--- src/rtl/trigger_pkg.sv ---
// Shared types and helpers for the multi-stage trigger sequencer.
// Optional TRIG_DELAY_EN adds a post-trigger delay state.
package trigger_pkg;

  typedef enum logic [2:0] {
    IDLE,
    ARMED,
    DELAY,
    FIRED,
    DONE
  } state_e;

  typedef enum logic [2:0] {
    C_DC,
    C_LEVEL,
    C_RISE,
    C_FALL,
    C_ANY
  } cond_e;

  function automatic int STAGE_IDX_W(input int n);
    return (n <= 1) ? 1 : $clog2(n);
  endfunction

  function automatic int COUNT_W(input int n);
    return $clog2(n) + 1;
  endfunction

  function automatic cond_e bit_cond(
    input logic m,
    input logic r,
    input logic f
  );
    cond_e c;
    c = C_DC;
    unique case (1'b1)
      r && f:        c = C_ANY;
      r && !f:       c = C_RISE;
      !r && f:       c = C_FALL;
      m && !r && !f: c = C_LEVEL;
      default:       c = C_DC;
    endcase
    return c;
  endfunction

endpackage

--- src/rtl/trigger_sequencer_if.sv ---
// Sample/control bundle between front end, sequencer and controller.
// Used by the default and TRIG_DELAY_EN builds alike.
interface trigger_sequencer_if
  import trigger_pkg::*;
#(
  parameter int SAMPLE_WIDTH = 8,
  parameter int NUM_STAGES   = 4
) ();

  localparam int SI = STAGE_IDX_W(NUM_STAGES);

  logic                    valid;
  logic                    arm;
  logic                    abort;
  logic [SAMPLE_WIDTH-1:0] dataIn;
  logic                    run;
  logic                    armed;
  logic [SI-1:0]           stage;

  modport master (
    output valid, arm, abort, dataIn,
    input  run, armed, stage
  );

  modport slave (
    input  valid, arm, abort, dataIn,
    output run, armed, stage
  );

endinterface

--- src/rtl/trigger_stage_match.sv ---
// One-stage sample comparator with its own previous-sample history.
// Shared by all stages; config slices are muxed in by the sequencer.
module trigger_stage_match
  import trigger_pkg::*;
#(
  parameter int SAMPLE_WIDTH = 8
) (
  input  logic                    clock,
  input  logic                    reset,
  input  logic                    valid,
  input  logic                    clear,
  input  logic [SAMPLE_WIDTH-1:0] dataIn,
  input  logic [SAMPLE_WIDTH-1:0] mask,
  input  logic [SAMPLE_WIDTH-1:0] value,
  input  logic [SAMPLE_WIDTH-1:0] rise,
  input  logic [SAMPLE_WIDTH-1:0] fall,
  output logic                    match
);

  logic [SAMPLE_WIDTH-1:0] prev_q;
  logic                    hist_q;
  logic [SAMPLE_WIDTH-1:0] ok;

  // clear wins so the first armed sample only seeds history
  always_ff @(posedge clock or posedge reset) begin
    if (reset) begin
      prev_q <= '0;
      hist_q <= 1'b0;
    end else if (clear) begin
      hist_q <= 1'b0;
    end else if (valid) begin
      prev_q <= dataIn;
      hist_q <= 1'b1;
    end
  end

  always_comb begin
    ok = '0;
    for (int i = 0; i < SAMPLE_WIDTH; i++) begin
      unique case (bit_cond(mask[i], rise[i], fall[i]))
        C_ANY:   ok[i] = hist_q && (prev_q[i] != dataIn[i]);
        C_RISE:  ok[i] = hist_q && !prev_q[i] && dataIn[i];
        C_FALL:  ok[i] = hist_q && prev_q[i] && !dataIn[i];
        C_LEVEL: ok[i] = (dataIn[i] == value[i]);
        default: ok[i] = 1'b1;
      endcase
    end
    match = valid && (&ok);
  end

endmodule

--- src/rtl/trigger_sequencer.sv ---
// Ordered multi-stage trigger engine issuing a one-cycle run pulse.
// Define TRIG_DELAY_EN to add delayCount and a DELAY state before FIRED.
module trigger_sequencer
  import trigger_pkg::*;
#(
  parameter int SAMPLE_WIDTH = 8,
  parameter int NUM_STAGES   = 4,
  parameter int COUNT_WIDTH  = 16
) (
  input  logic                              clock,
  input  logic                              reset,
  trigger_sequencer_if.slave                bus,
  input  logic [NUM_STAGES*SAMPLE_WIDTH-1:0] stageMask,
  input  logic [NUM_STAGES*SAMPLE_WIDTH-1:0] stageValue,
  input  logic [NUM_STAGES*SAMPLE_WIDTH-1:0] stageRise,
  input  logic [NUM_STAGES*SAMPLE_WIDTH-1:0] stageFall,
  input  logic [NUM_STAGES*COUNT_WIDTH-1:0]  stageCount,
  input  logic [COUNT_W(NUM_STAGES)-1:0]     numStages
`ifdef TRIG_DELAY_EN
  ,
  input  logic [COUNT_WIDTH-1:0]            delayCount
`endif
);

  localparam int SI = STAGE_IDX_W(NUM_STAGES);
  localparam int SW = SAMPLE_WIDTH;
  localparam int CW = COUNT_WIDTH;

  state_e          state_q, state_d;
  logic [SI-1:0]   stage_q, stage_d;
  logic [CW-1:0]   cnt_q, cnt_d;
  logic            run_q, run_d;
  logic            armed_q, armed_d;
  logic            arm_q;
  logic            arm_rise;
  logic            arm_entry;
  logic            match;
  logic            is_last;
  int              num_last;
  logic [SW-1:0]   cur_mask, cur_value;
  logic [SW-1:0]   cur_rise, cur_fall;
  logic [CW-1:0]   cur_count;
`ifdef TRIG_DELAY_EN
  logic [CW-1:0]   dcnt_q, dcnt_d;
  logic [CW:0]     dnext;
`endif

  assign arm_rise = bus.arm && !arm_q;

  always_comb begin
    cur_mask  = stageMask[int'(stage_q)*SW +: SW];
    cur_value = stageValue[int'(stage_q)*SW +: SW];
    cur_rise  = stageRise[int'(stage_q)*SW +: SW];
    cur_fall  = stageFall[int'(stage_q)*SW +: SW];
    cur_count = stageCount[int'(stage_q)*CW +: CW];
  end

  // out-of-range stage counts select every stage
  always_comb begin
    if (numStages == '0 || int'(numStages) > NUM_STAGES)
      num_last = NUM_STAGES - 1;
    else
      num_last = int'(numStages) - 1;
    is_last = int'(stage_q) >= num_last;
  end

  trigger_stage_match #(
    .SAMPLE_WIDTH(SW)
  ) u_match (
    .clock (clock),
    .reset (reset),
    .valid (bus.valid),
    .clear (arm_entry),
    .dataIn(bus.dataIn),
    .mask  (cur_mask),
    .value (cur_value),
    .rise  (cur_rise),
    .fall  (cur_fall),
    .match (match)
  );

  always_comb begin
    state_d   = state_q;
    stage_d   = stage_q;
    cnt_d     = cnt_q;
    arm_entry = 1'b0;
`ifdef TRIG_DELAY_EN
    dcnt_d    = dcnt_q;
    dnext     = {1'b0, dcnt_q} + (CW+1)'(1);
`endif
    unique case (state_q)
      IDLE, DONE: begin
        if (arm_rise) begin
          state_d   = ARMED;
          stage_d   = '0;
          cnt_d     = '0;
          arm_entry = 1'b1;
        end
      end
      ARMED: begin
        if (match) begin
          if (cnt_q >= cur_count) begin
            cnt_d = '0;
            if (is_last) begin
`ifdef TRIG_DELAY_EN
              dcnt_d  = '0;
              state_d = (delayCount == '0) ? FIRED : DELAY;
`else
              state_d = FIRED;
`endif
            end else begin
              stage_d = stage_q + SI'(1);
            end
          end else if (cnt_q != '1) begin
            cnt_d = cnt_q + CW'(1);
          end
        end
      end
`ifdef TRIG_DELAY_EN
      DELAY: begin
        if (bus.valid) begin
          if (dnext >= {1'b0, delayCount})
            state_d = FIRED;
          else
            dcnt_d = dcnt_q + CW'(1);
        end
      end
`endif
      FIRED: state_d = DONE;
      default: state_d = IDLE;
    endcase
    if (bus.abort) begin
      state_d   = IDLE;
      stage_d   = '0;
      cnt_d     = '0;
      arm_entry = 1'b0;
    end
    run_d   = (state_d == FIRED);
    armed_d = (state_d == ARMED);
  end

  always_ff @(posedge clock or posedge reset) begin
    if (reset) begin
      state_q <= IDLE;
      stage_q <= '0;
      cnt_q   <= '0;
      run_q   <= 1'b0;
      armed_q <= 1'b0;
      arm_q   <= 1'b1;
`ifdef TRIG_DELAY_EN
      dcnt_q  <= '0;
`endif
    end else begin
      state_q <= state_d;
      stage_q <= stage_d;
      cnt_q   <= cnt_d;
      run_q   <= run_d;
      armed_q <= armed_d;
      arm_q   <= bus.arm;
`ifdef TRIG_DELAY_EN
      dcnt_q  <= dcnt_d;
`endif
    end
  end

  assign bus.run   = run_q;
  assign bus.armed = armed_q;
  assign bus.stage = stage_q;

endmodule

--- src/flat_wrapper.sv ---
// flat-port wrapper written by rule: the top's interface ports become plain ports
module trigger_sequencer_flat import trigger_pkg::*;
#(
  parameter int SAMPLE_WIDTH = 8,
  parameter int NUM_STAGES   = 4,
  parameter int COUNT_WIDTH  = 16
)
  (clock, reset, stageMask, stageValue, stageRise, stageFall, stageCount, numStages, bus_valid, bus_arm, bus_abort, bus_dataIn, bus_run, bus_armed, bus_stage);
  trigger_sequencer_if #(.SAMPLE_WIDTH(SAMPLE_WIDTH), .NUM_STAGES(NUM_STAGES)) bus_i ();
  input  logic clock;
  input  logic reset;
  input  logic [NUM_STAGES*SAMPLE_WIDTH-1:0] stageMask;
  input  logic [NUM_STAGES*SAMPLE_WIDTH-1:0] stageValue;
  input  logic [NUM_STAGES*SAMPLE_WIDTH-1:0] stageRise;
  input  logic [NUM_STAGES*SAMPLE_WIDTH-1:0] stageFall;
  input  logic [NUM_STAGES*COUNT_WIDTH-1:0] stageCount;
  input  logic [COUNT_W(NUM_STAGES)-1:0] numStages;
  input wire logic [$bits(bus_i.valid)-1:0] bus_valid;
  input wire logic [$bits(bus_i.arm)-1:0] bus_arm;
  input wire logic [$bits(bus_i.abort)-1:0] bus_abort;
  input wire logic [$bits(bus_i.dataIn)-1:0] bus_dataIn;
  output wire logic [$bits(bus_i.run)-1:0] bus_run;
  output wire logic [$bits(bus_i.armed)-1:0] bus_armed;
  output wire logic [$bits(bus_i.stage)-1:0] bus_stage;
  assign bus_i.valid = bus_valid;
  assign bus_i.arm = bus_arm;
  assign bus_i.abort = bus_abort;
  assign bus_i.dataIn = bus_dataIn;
  assign bus_run = bus_i.run;
  assign bus_armed = bus_i.armed;
  assign bus_stage = bus_i.stage;
  trigger_sequencer #(.SAMPLE_WIDTH(SAMPLE_WIDTH), .NUM_STAGES(NUM_STAGES), .COUNT_WIDTH(COUNT_WIDTH)) u_core (.clock(clock), .reset(reset), .bus(bus_i), .stageMask(stageMask), .stageValue(stageValue), .stageRise(stageRise), .stageFall(stageFall), .stageCount(stageCount), .numStages(numStages));
endmodule
--- config.mk ---
export PLATFORM = sky130hd
export DESIGN_NAME = trigger_sequencer_flat
export DESIGN_NICKNAME = d
export VERILOG_FILES = /design/src/rtl/trigger_pkg.sv /design/src/rtl/trigger_sequencer_if.sv /design/src/rtl/trigger_stage_match.sv /design/src/rtl/trigger_sequencer.sv /design/src/flat_wrapper.sv
export SDC_FILE = /design/constraint.sdc
export NUM_CORES = 1
export LEC_CHECK = 0
export ABC_AREA = 1
export CAP_MARGIN = 5
export CORE_MARGIN = 10
export CORE_UTILIZATION = 40
export CTS_BUF_LIST = sky130_fd_sc_hd__clkbuf_8
export DETAILED_ROUTE_END_ITERATION = 10
export PLACE_DENSITY = 0.76
export SKIP_LAST_GASP = 1
export SLEW_MARGIN = 20
export SYNTH_ARGS = -nofsm -noshare
export SYNTH_HDL_FRONTEND = slang
export SYNTH_SLANG_ARGS = --single-unit
--- constraint.sdc ---
create_clock -name clock -period 5.3 [get_ports clock]
set_input_delay 1.06 -clock clock [delete_from_list [all_inputs] [get_ports clock]]
set_output_delay 1.06 -clock clock [all_outputs]
set_load 0.01 [all_outputs]
==> Yosys cells after proc, flatten, opt, wreduce, memory -nomap -nowiden <==
Cells that the tools add are included.
{ "op_classes": {"n_addsub": 3, "magnitude_cmp": 3, "n_eq_ne": 59, "shift": 5, "muxes": 40, "bitwise_logic": 1, "reduce_logical": 125} }
{ "op_table": {"columns": ["op", "n"], "rows": [
  ["variable part select 32 x 6 -> 8 bit", 4],
  ["case mux 3 bit (4 select lines)", 8],
  ["logical AND 1 bit", 82],
  ["2-to-1 mux 16 bit", 5],
  ["variable part select 64 x 7 -> 16 bit", 1],
  ["== test 3 x 2 -> 1 bit (second input constant)", 18],
  ["zero test 1 bit", 33],
  ["greater-or-equal comparator 3 x 32 -> 1 bit", 1],
  ["2-to-1 mux 32 bit", 1],
  ["case mux 1 bit (4 select lines)", 8],
  ["case mux 16 bit (2 select lines)", 1],
  ["== test 3 x 1 -> 1 bit (second input constant)", 10],
  ["== test 3 bit (second input constant)", 9],
  ["adder 16 x 1 -> 16 bit (second input constant)", 1],
  ["greater-or-equal comparator 16 bit", 1],
  ["!= test 16 bit (second input constant)", 1],
  ["2-to-1 mux 3 bit", 5],
  ["2-to-1 mux 2 bit", 5],
  ["!= test 3 x 2 -> 1 bit (second input constant)", 3],
  ["case mux 3 bit (3 select lines)", 1],
  ["== test 1 bit", 8],
  ["!= test 1 bit", 8],
  ["AND reduction 8 bit", 1],
  ["zero test 3 bit", 2],
  ["other kinds (15)", 19]
]} }
{ "totals": {"ff_bits": 33, "in_bits": 208, "output_inout_bits": 4} }

==> Longest topological paths before layout <==
{ "logic_depth": {"word_depth": 13, "ltp_mapped": 23, "ltp_nobuf": 21} }

==> By module <==
Synthesis repeated with hierarchy kept, for this count alone.
{ "hier_totals": {"cells_unflattened": 768, "hier_area_um2": 4568.1} }
{ "modules_own_cells": {"columns": ["mod", "instances", "cells_each", "area_per_inst_um2"], "rows": [
  ["trigger_sequencer", 1, 542, 3201.8],
  ["trigger_stage_match", 1, 226, 1366.3]
]} }

==> Least setup slack after synthesis <==
Ideal clock, no wire load.
{ "synth_path": {"kind": "reg2reg", "startpoint": "register u_core.stage_q[1] (netlist: u_core.bus.stage[1])", "endpoint": "register u_core.cnt_q[12]", "t_arrival_ps": 2957, "required_ps": 5183, "slack_ps": 2226, "stages_incl_launch_ff": 20, "period_less_slack_ps": 3074, "cell_sequence": "dfrtp_1 buf_4 inv_4 buf_4 clkbuf_1 a21oi_1 a32o_1 ha_1 nand2_1 inv_1 nand3_1 nor2_1 nand3_1 nand4_1 nor2_1 nor2_2 nand3_4 buf_2 nand2_1 nand2_1"} }
{ "synth_between": {"elab_chain_cells": 11, "elab_cells_between_ends": 127} }
{ "synth_rtl": {"columns": ["element", "line_no", "rtl"], "rows": [
  ["start, declared", "trigger_sequencer.sv:30", "logic [SI-1:0] stage_q, stage_d;"],
  ["start signal, assigned", "trigger_sequencer.sv:155", "stage_q <= stage_d;"],
  ["variable part select 32 x 6 -> 8 bit", "trigger_sequencer.sv:53", "cur_rise = stageRise[int'(stage_q)*SW +: SW];"],
  ["zero test 1 bit", "trigger_pkg.sv:39, trigger_pkg.sv:40", null],
  ["logical AND 1 bit (2 in series)", "trigger_pkg.sv:40", "m && !r && !f: c = C_LEVEL;"],
  ["case mux 3 bit (4 select lines)", "trigger_pkg.sv:36", "unique case (1'b1)"],
  ["== test 3 x 1 -> 1 bit, or another cell as far along", "trigger_stage_match.sv:40", "unique case (bit_cond(mask[i], rise[i], fall[i]))"],
  ["case mux 1 bit (4 select lines)", "trigger_stage_match.sv:40", null],
  ["AND reduction 8 bit", "trigger_stage_match.sv:48", "match = valid && (&ok);"],
  ["logical AND 1 bit", "trigger_stage_match.sv:48", null],
  ["!= test 3 x 2 -> 1 bit (no line)", null, null],
  ["AND reduction 4 bit (no line)", null, null],
  ["end signal, assigned", "trigger_sequencer.sv:156", "cnt_q <= cnt_d;"],
  ["end, declared", "trigger_sequencer.sv:31", "logic [CW-1:0] cnt_q, cnt_d;"]
]} }
Several ways; a longest one is shown, not always the timed one. The select of a mux whose other input is x is not followed.
A chain may end at the register's enable or synchronous reset.

==> Final worst setup path <==
{ "layout_path": {"startpoint": "register u_core.stage_q[0] (netlist: u_core.bus.stage[0])", "endpoint": "register u_core.cnt_q[1]"} }
The elaborated chain is that of the path after synthesis.

==> results.json <==
{
  "cts_buffers": 5,
  "p_total_mw": 1.02,
  "syn-cell-area_mm2": 0.00480,
  "max_freq_mhz": 241,
  "hold_class": "flop to flop",
  "cts_resized": 0,
  "power_density_mw_per_mm2": 147,
  "cp-end-kind": "flop",
  "cts_root_buf": "clkbuf_8",
  "core_mm2": 0.0116,
  "grt_pass1_wl_um": 29400,
  "drt-pass1-iter-count": 5,
  "cts_max_path_buffers": 2,
  "synthFlopType": "dfrtp_1",
  "clk_latency_ns": 0.28,
  "clk_pin_slew_ns": 0.07,
  "drt.antenna.violating_nets": 0,
  "placed_area_mm2": 0.00686,
  "grt-ovfl-total": 0,
  "cp_top_family": "simple AND/OR/NAND/NOR gates",
  "fin_util": 0.601,
  "critPathMaxFanout": 101,
  "whs_ns": 0.483,
  "tritoncts": "yes",
  "clock-sinks": 33,
  "worst_ir_drop_vdd_mv": 0.140,
  "initial_core_util": 0.415,
  "nFillCells": 1173,
  "ys_ff_latch": 33,
  "drive_gt1_frac": 0.0223,
  "rows": 39,
  "syn_nets": 1088,
  "maxCapViolCount": 0,
  "crit_buf_inv": 2,
  "dieHeight_um": 129,
  "wl_per_cell_um": 15.9,
  "fin_crit_sh": 0.781,
  "dp_slack_ns": 0.939,
  "worstMarginPinSlew_ns": 1.06,
  "track_usage": 0.214,
  "synth-seq-area-share": 0.172,
  "boundaryPins": 212,
  "grt_setup_unrepaired": "false",
  "post_cts_buffers": 0,
  "slew-limit-headroom": 0.294,
  "design_area_mm2": 0.00695,
  "dp_hpwl_um": 15000,
  "synth_top_area_cell": "nand2_1",
  "grt_pass1_vias": 5497,
  "synth_area_leaders": "nand2_1 26%, dfrtp_1 17%, nand3_1 11%, ha_1 7.3%, nor2_1 6.5%",
  "port-buffer-count": 211,
  "slowest_delay_ns": 0.70,
  "area_delta_synth_final_pct": 44.9,
  "nets": 1265,
  "die-area_mm2": 0.0168,
  "synth.top_cells.by_count": "338 x nand2_1, 102 x nand3_1, 83 x nor2_1",
  "cts_hold_buf": 0,
  "n_antenna_cell": 0,
  "grt_max_degree": 102,
  "status": "completed",
  "yosysUniqueCellTypes": 34,
  "skew_ns": 0.00449,
  "path_cells": "buf_4 -> nand2_1 -> a32o_1 -> ha_1 -> nand2_1 -> inv_1 -> nand3_1 -> nor2_1 -> nand3_1 -> nand4_1 -> nor2_1 -> nor2_2 -> nand3_4 -> nand2_1 -> nand2_1",
  "synth_most_common_cell": "nand2_1",
  "finalNonFillerCells": 1173,
  "fin_tns_setup_ns": 0,
  "arrival_ns": 4.31,
  "syn_avg_cell_area_um2": 5.63,
  "synth_warnings": 0,
  "setup_violations": 0,
  "path_class": "flop to flop",
  "worstPathRequired_ns": 5.47,
  "drtIter0Drc": 411,
  "placed_cells": 1165,
  "place_congestion": 0.899,
  "cp_slowest_cell": "buf_4",
  "synth-edff-count": 0,
  "synthArstFlopShare": 1.00,
  "hold_viol_final": 0,
  "routed_wl_um": 18700,
  "post-route-drc-count": 0,
  "antenna_found_initial": 0,
  "synthCells": 852,
  "crit_top_cell": "nand2_1",
  "start_kind": "flop",
  "viasPerCell": 5.14,
  "finalWorstSetupSlack_ns": 1.16,
  "p_leak_nw": 3.46,
  "vias": 6029,
  "htreeDepth": 2,
  "chipWidth_um": 129,
  "min_period_ns": 4.14,
  "maxSlewViolCount": 0,
  "synth_top_area_share": 0.265
}
[area by class of cell]
type,count,area (um^2),share of cell area
clock buffer,5,68.8,0.00990
clock inverter,3,17.5,0.00252
inverter,75,284,0.0409
multi-input combinational,699,3420,0.492
sequential,33,828,0.119
tap,143,179,0.0257
timing repair buffer,215,2150,0.310
[flip-flops by register name, indices dropped and copies added, names as in the netlist]
| register | count |
|---|---|
| u_core.arm_q | 1 |
| u_core.bus.armed | 1 |
| u_core.bus.run | 1 |
| u_core.bus.stage | 2 |
| u_core.cnt_q | 16 |
| u_core.state_q | 3 |
| u_core.u_match.hist_q | 1 |
| u_core.u_match.prev_q | 8 |
[power by group]
part | leakage [nW] | internal [mW] | total (mW) | switching, mW
clock | 0.0439 | 0.0905 | 0.184 | 0.0931
combinational | 2.98 | 0.279 | 0.563 | 0.285
sequential | 0.435 | 0.263 | 0.272 | 0.00939
total | 3.46 | 0.632 | 1.02 | 0.387
[metal layers]
metal,track usage,part of all wire
met1,0.273,0.43
met3,0.0408,0.084
met2,0.376,0.47
met4,0.0271,0.0078
met5,0,0
[worst paths after layout]
kind	startpoint	endpoint	slack, ns	cells past startpoint
min	u_core.u_match.prev_q[5]	u_core.u_match.prev_q[5]	0.48	2
max reg2reg	u_core.bus.stage[0]	u_core.cnt_q[1]	1.16	15
min in group asynchronous	reset	u_core.u_match.prev_q[6]	1.17	3
min reg2reg	u_core.u_match.prev_q[5]	u_core.u_match.prev_q[5]	0.48	2
max in group asynchronous	reset	u_core.arm_q	3.81	3
max	u_core.bus.stage[0]	u_core.cnt_q[1]	1.16	15
[cell families after synthesis]
| family | after synthesis | share of synthesized area |
|---|---|---|
| simple gates | 581 | 0.514 |
| buf+inv | 120 | 0.115 |
| compound gates | 73 | 0.0942 |
| flops | 33 | 0.172 |
| fa+ha+maj | 28 | 0.0731 |
| xor+xnor | 17 | 0.0310 |
[worst reg2reg max path, stage by stage (launching register included)]
cell     delay, ns
dfrtp_2       0.36
buf_4         0.70
nand2_1       0.26
a32o_1        0.31
ha_1          0.27
nand2_1       0.05
inv_1         0.06
nand3_1       0.06
nor2_1        0.12
nand3_1       0.42
nand4_1       0.35
nor2_1        0.08
nor2_2        0.51
nand3_4       0.28
nand2_1       0.15
nand2_1       0.05
[cells in the final DEF (no fill, tap or decap), drive strengths merged]
master / Yosys / layout
xor2: 16 / 16
clkbuf: 14 / 5
o211ai: 1 / 1
o21a: 1 / 1
buf: 31 / 4
nand3: 103 / 103
or2: 2 / 2
ha: 28 / 28
nor3b: 2 / 2
dfstp: 1 / 1
o22ai: 1 / 1
clkdlybuf4s50: 0 / 211
nand4: 38 / 38
nor2: 85 / 85
clkinv: 0 / 2
o31ai: 1 / 1
xnor2: 1 / 1
o21ai: 18 / 18
a21boi: 1 / 1
nand2: 339 / 339
a32o: 15 / 15
nor4: 2 / 2
dfrtp: 32 / 32
clkinvlp: 0 / 1
inv: 75 / 75
and2: 1 / 1
nor3: 9 / 9
a21oi: 35 / 35
Note: power is estimated with default switching activity, not from simulation.
==> edit (same settings) <==
`SAMPLE_WIDTH` is set to 8 in 4 places; all go to 10.
--- a/src/rtl/trigger_sequencer_if.sv
+++ b/src/rtl/trigger_sequencer_if.sv
@@ -4,5 +4,5 @@
   import trigger_pkg::*;
 #(
-  parameter int SAMPLE_WIDTH = 8,
+  parameter int SAMPLE_WIDTH = 10,
   parameter int NUM_STAGES   = 4
 ) ();
--- a/src/rtl/trigger_stage_match.sv
+++ b/src/rtl/trigger_stage_match.sv
@@ -4,5 +4,5 @@
   import trigger_pkg::*;
 #(
-  parameter int SAMPLE_WIDTH = 8
+  parameter int SAMPLE_WIDTH = 10
 ) (
   input  logic                    clock,
--- a/src/rtl/trigger_sequencer.sv
+++ b/src/rtl/trigger_sequencer.sv
@@ -4,5 +4,5 @@
   import trigger_pkg::*;
 #(
-  parameter int SAMPLE_WIDTH = 8,
+  parameter int SAMPLE_WIDTH = 10,
   parameter int NUM_STAGES   = 4,
   parameter int COUNT_WIDTH  = 16
--- a/src/flat_wrapper.sv
+++ b/src/flat_wrapper.sv
@@ -2,5 +2,5 @@
 module trigger_sequencer_flat import trigger_pkg::*;
 #(
-  parameter int SAMPLE_WIDTH = 8,
+  parameter int SAMPLE_WIDTH = 10,
   parameter int NUM_STAGES   = 4,
   parameter int COUNT_WIDTH  = 16
Interface: changed (5 resized); port bits go from 212 to 246. No check against the original RTL was run, so the function may have changed too.
==> edit against the original RTL <==
Power rose by 12%. Worst hold slack improved by 15 ps. Final area rose by 12%. Synthesized cell count rose by 10%. Sequential cell count rose by 2. Routed wire length rose by 11%. Die area rose by 7.7%. Area after synthesis rose by 9.2%. Clock power rose by 15%. Setup slack improved by 220 ps. First-iteration DRC count rose by 10%. Critical endpoint is now u_core.cnt_q[5]. Largest power group unchanged. Highest routed layer is now met5.
==> edit: results (changes against the original RTL) <==
Worst setup path
  – Crit path DAT: 4090 ps (-220 ps)
  – Critical Path Max Stage Delay: 730 ps (+30 ps)
  – R2R cell count: 20 (+5)
  – FF-to-FF setup slack: 1380 ps (+220 ps)
  – Crit Path Max Fanout: 92 (-8.9%)

Timing
  – Worst Skew: 10.4 ps (+5.91 ps)
  – Minimum hold slack: 499 ps (+15.3 ps)
  – Fmax: 255 MHz (+5.6%)

Pwr
  – Leakage power: 3.79 nW (+9.5%)
  – VDD IR-drop max: 0.000111 V (-21%)

Run status
  – Status: finished, final reports clean

Synthesis
  – Post-Synth Adder-Cell Area: 0.0717 (-0.00135)
  – Yosys cell types: 37 (+8.8%)
  – Syn Inst Count: 939 (+10%)
  – Synth top area cells: nand2_1 (28%), dfrtp_1 (16%), nand3_1 (13%)
  – Post-synthesis sequential area ratio: 0.168 (-0.00491)
  – Most frequent cells after synthesis: nand2_1 (388), nand3_1 (135), inv_1 (76), nor2_1 (66), a21oi_1 (35)
  – Xor/xnor cell area share of the yosys netlist: 0.0284 (-0.00260)

Routing
  – 1st-iter DRT viols: 454 (+10%)
  – WL per Instance: 15.8 um (-0.86%)
  – WL final: 20800 um (+11%)

Final layout
  – Fillers: 1258 (+7.2%)
  – NumNets Final: 1418 (+12%)
  – Regs by FF count: u_core.cnt_q x16, u_core.u_match.prev_q x10, u_core.state_q x3
  – Layout cells sized above 1: 0.0201 (-0.00228)

Place
  – Placed wire-length estimate: 16600 um (+11%)
  – DP Worst Slack: 1240 ps (+303 ps)
  – DP Area: 7660 sq um (+12%)
  – Port buffer count: 245 (+16%)
  – Placed cells: 1311 (+13%)
  – Gp weighted congestion: 0.898 (about the same)

Min path
  – Worst hold start: u_core.u_match.prev_q[8]
  – Hold Path End: u_core.u_match.prev_q[8]

Global routing
  – Vias in the first global route: 6070 (+10%)
  – Gr usage total: 0.219 (+0.00448)
  – GRT met3 Usage: 0.0336 (-0.00718)
  – GR Util met2: 0.393 (+0.0175)
  – Largest net degree at the start of global routing: 93 (-8.8%)
  – Met1 Track Usage GR: 0.276 (+0.00323)
[edit: power breakdown]
part           switching [mW]  internal [mW]
logic                   0.316          0.317
registers              0.0163          0.280
clock network          0.0948          0.117
total                   0.427          0.714
[edit: cells by family (layout without fill, tap and decap cells)]
group / after synthesis / in the layout
xor+xnor: 17 / 17
flops: 35 / 35
simple gates: 646 / 646
buf+inv: 129 / 337
compound gates: 82 / 82
fa+ha+maj: 30 / 30
[edit: layer usage]
layer  vias up  share of wire
li1       3477              -
met1      2992           0.44
met2       189           0.50
met3        12          0.060
met4         2         0.0042
met5         -        0.00062
[edit: final cells by class]
| class | count | area (sq um) | share of cell area |
|---|---|---|---|
| sequential | 35 | 882 | 0.114 |
| clock buffer | 7 | 96.3 | 0.0124 |
| tap | 172 | 215 | 0.0277 |
| inverter | 78 | 295 | 0.0380 |
| timing repair buffer | 251 | 2500 | 0.322 |
| clock inverter | 1 | 3.75 | 0.000484 |
| multi-input combinational | 775 | 3770 | 0.486 |
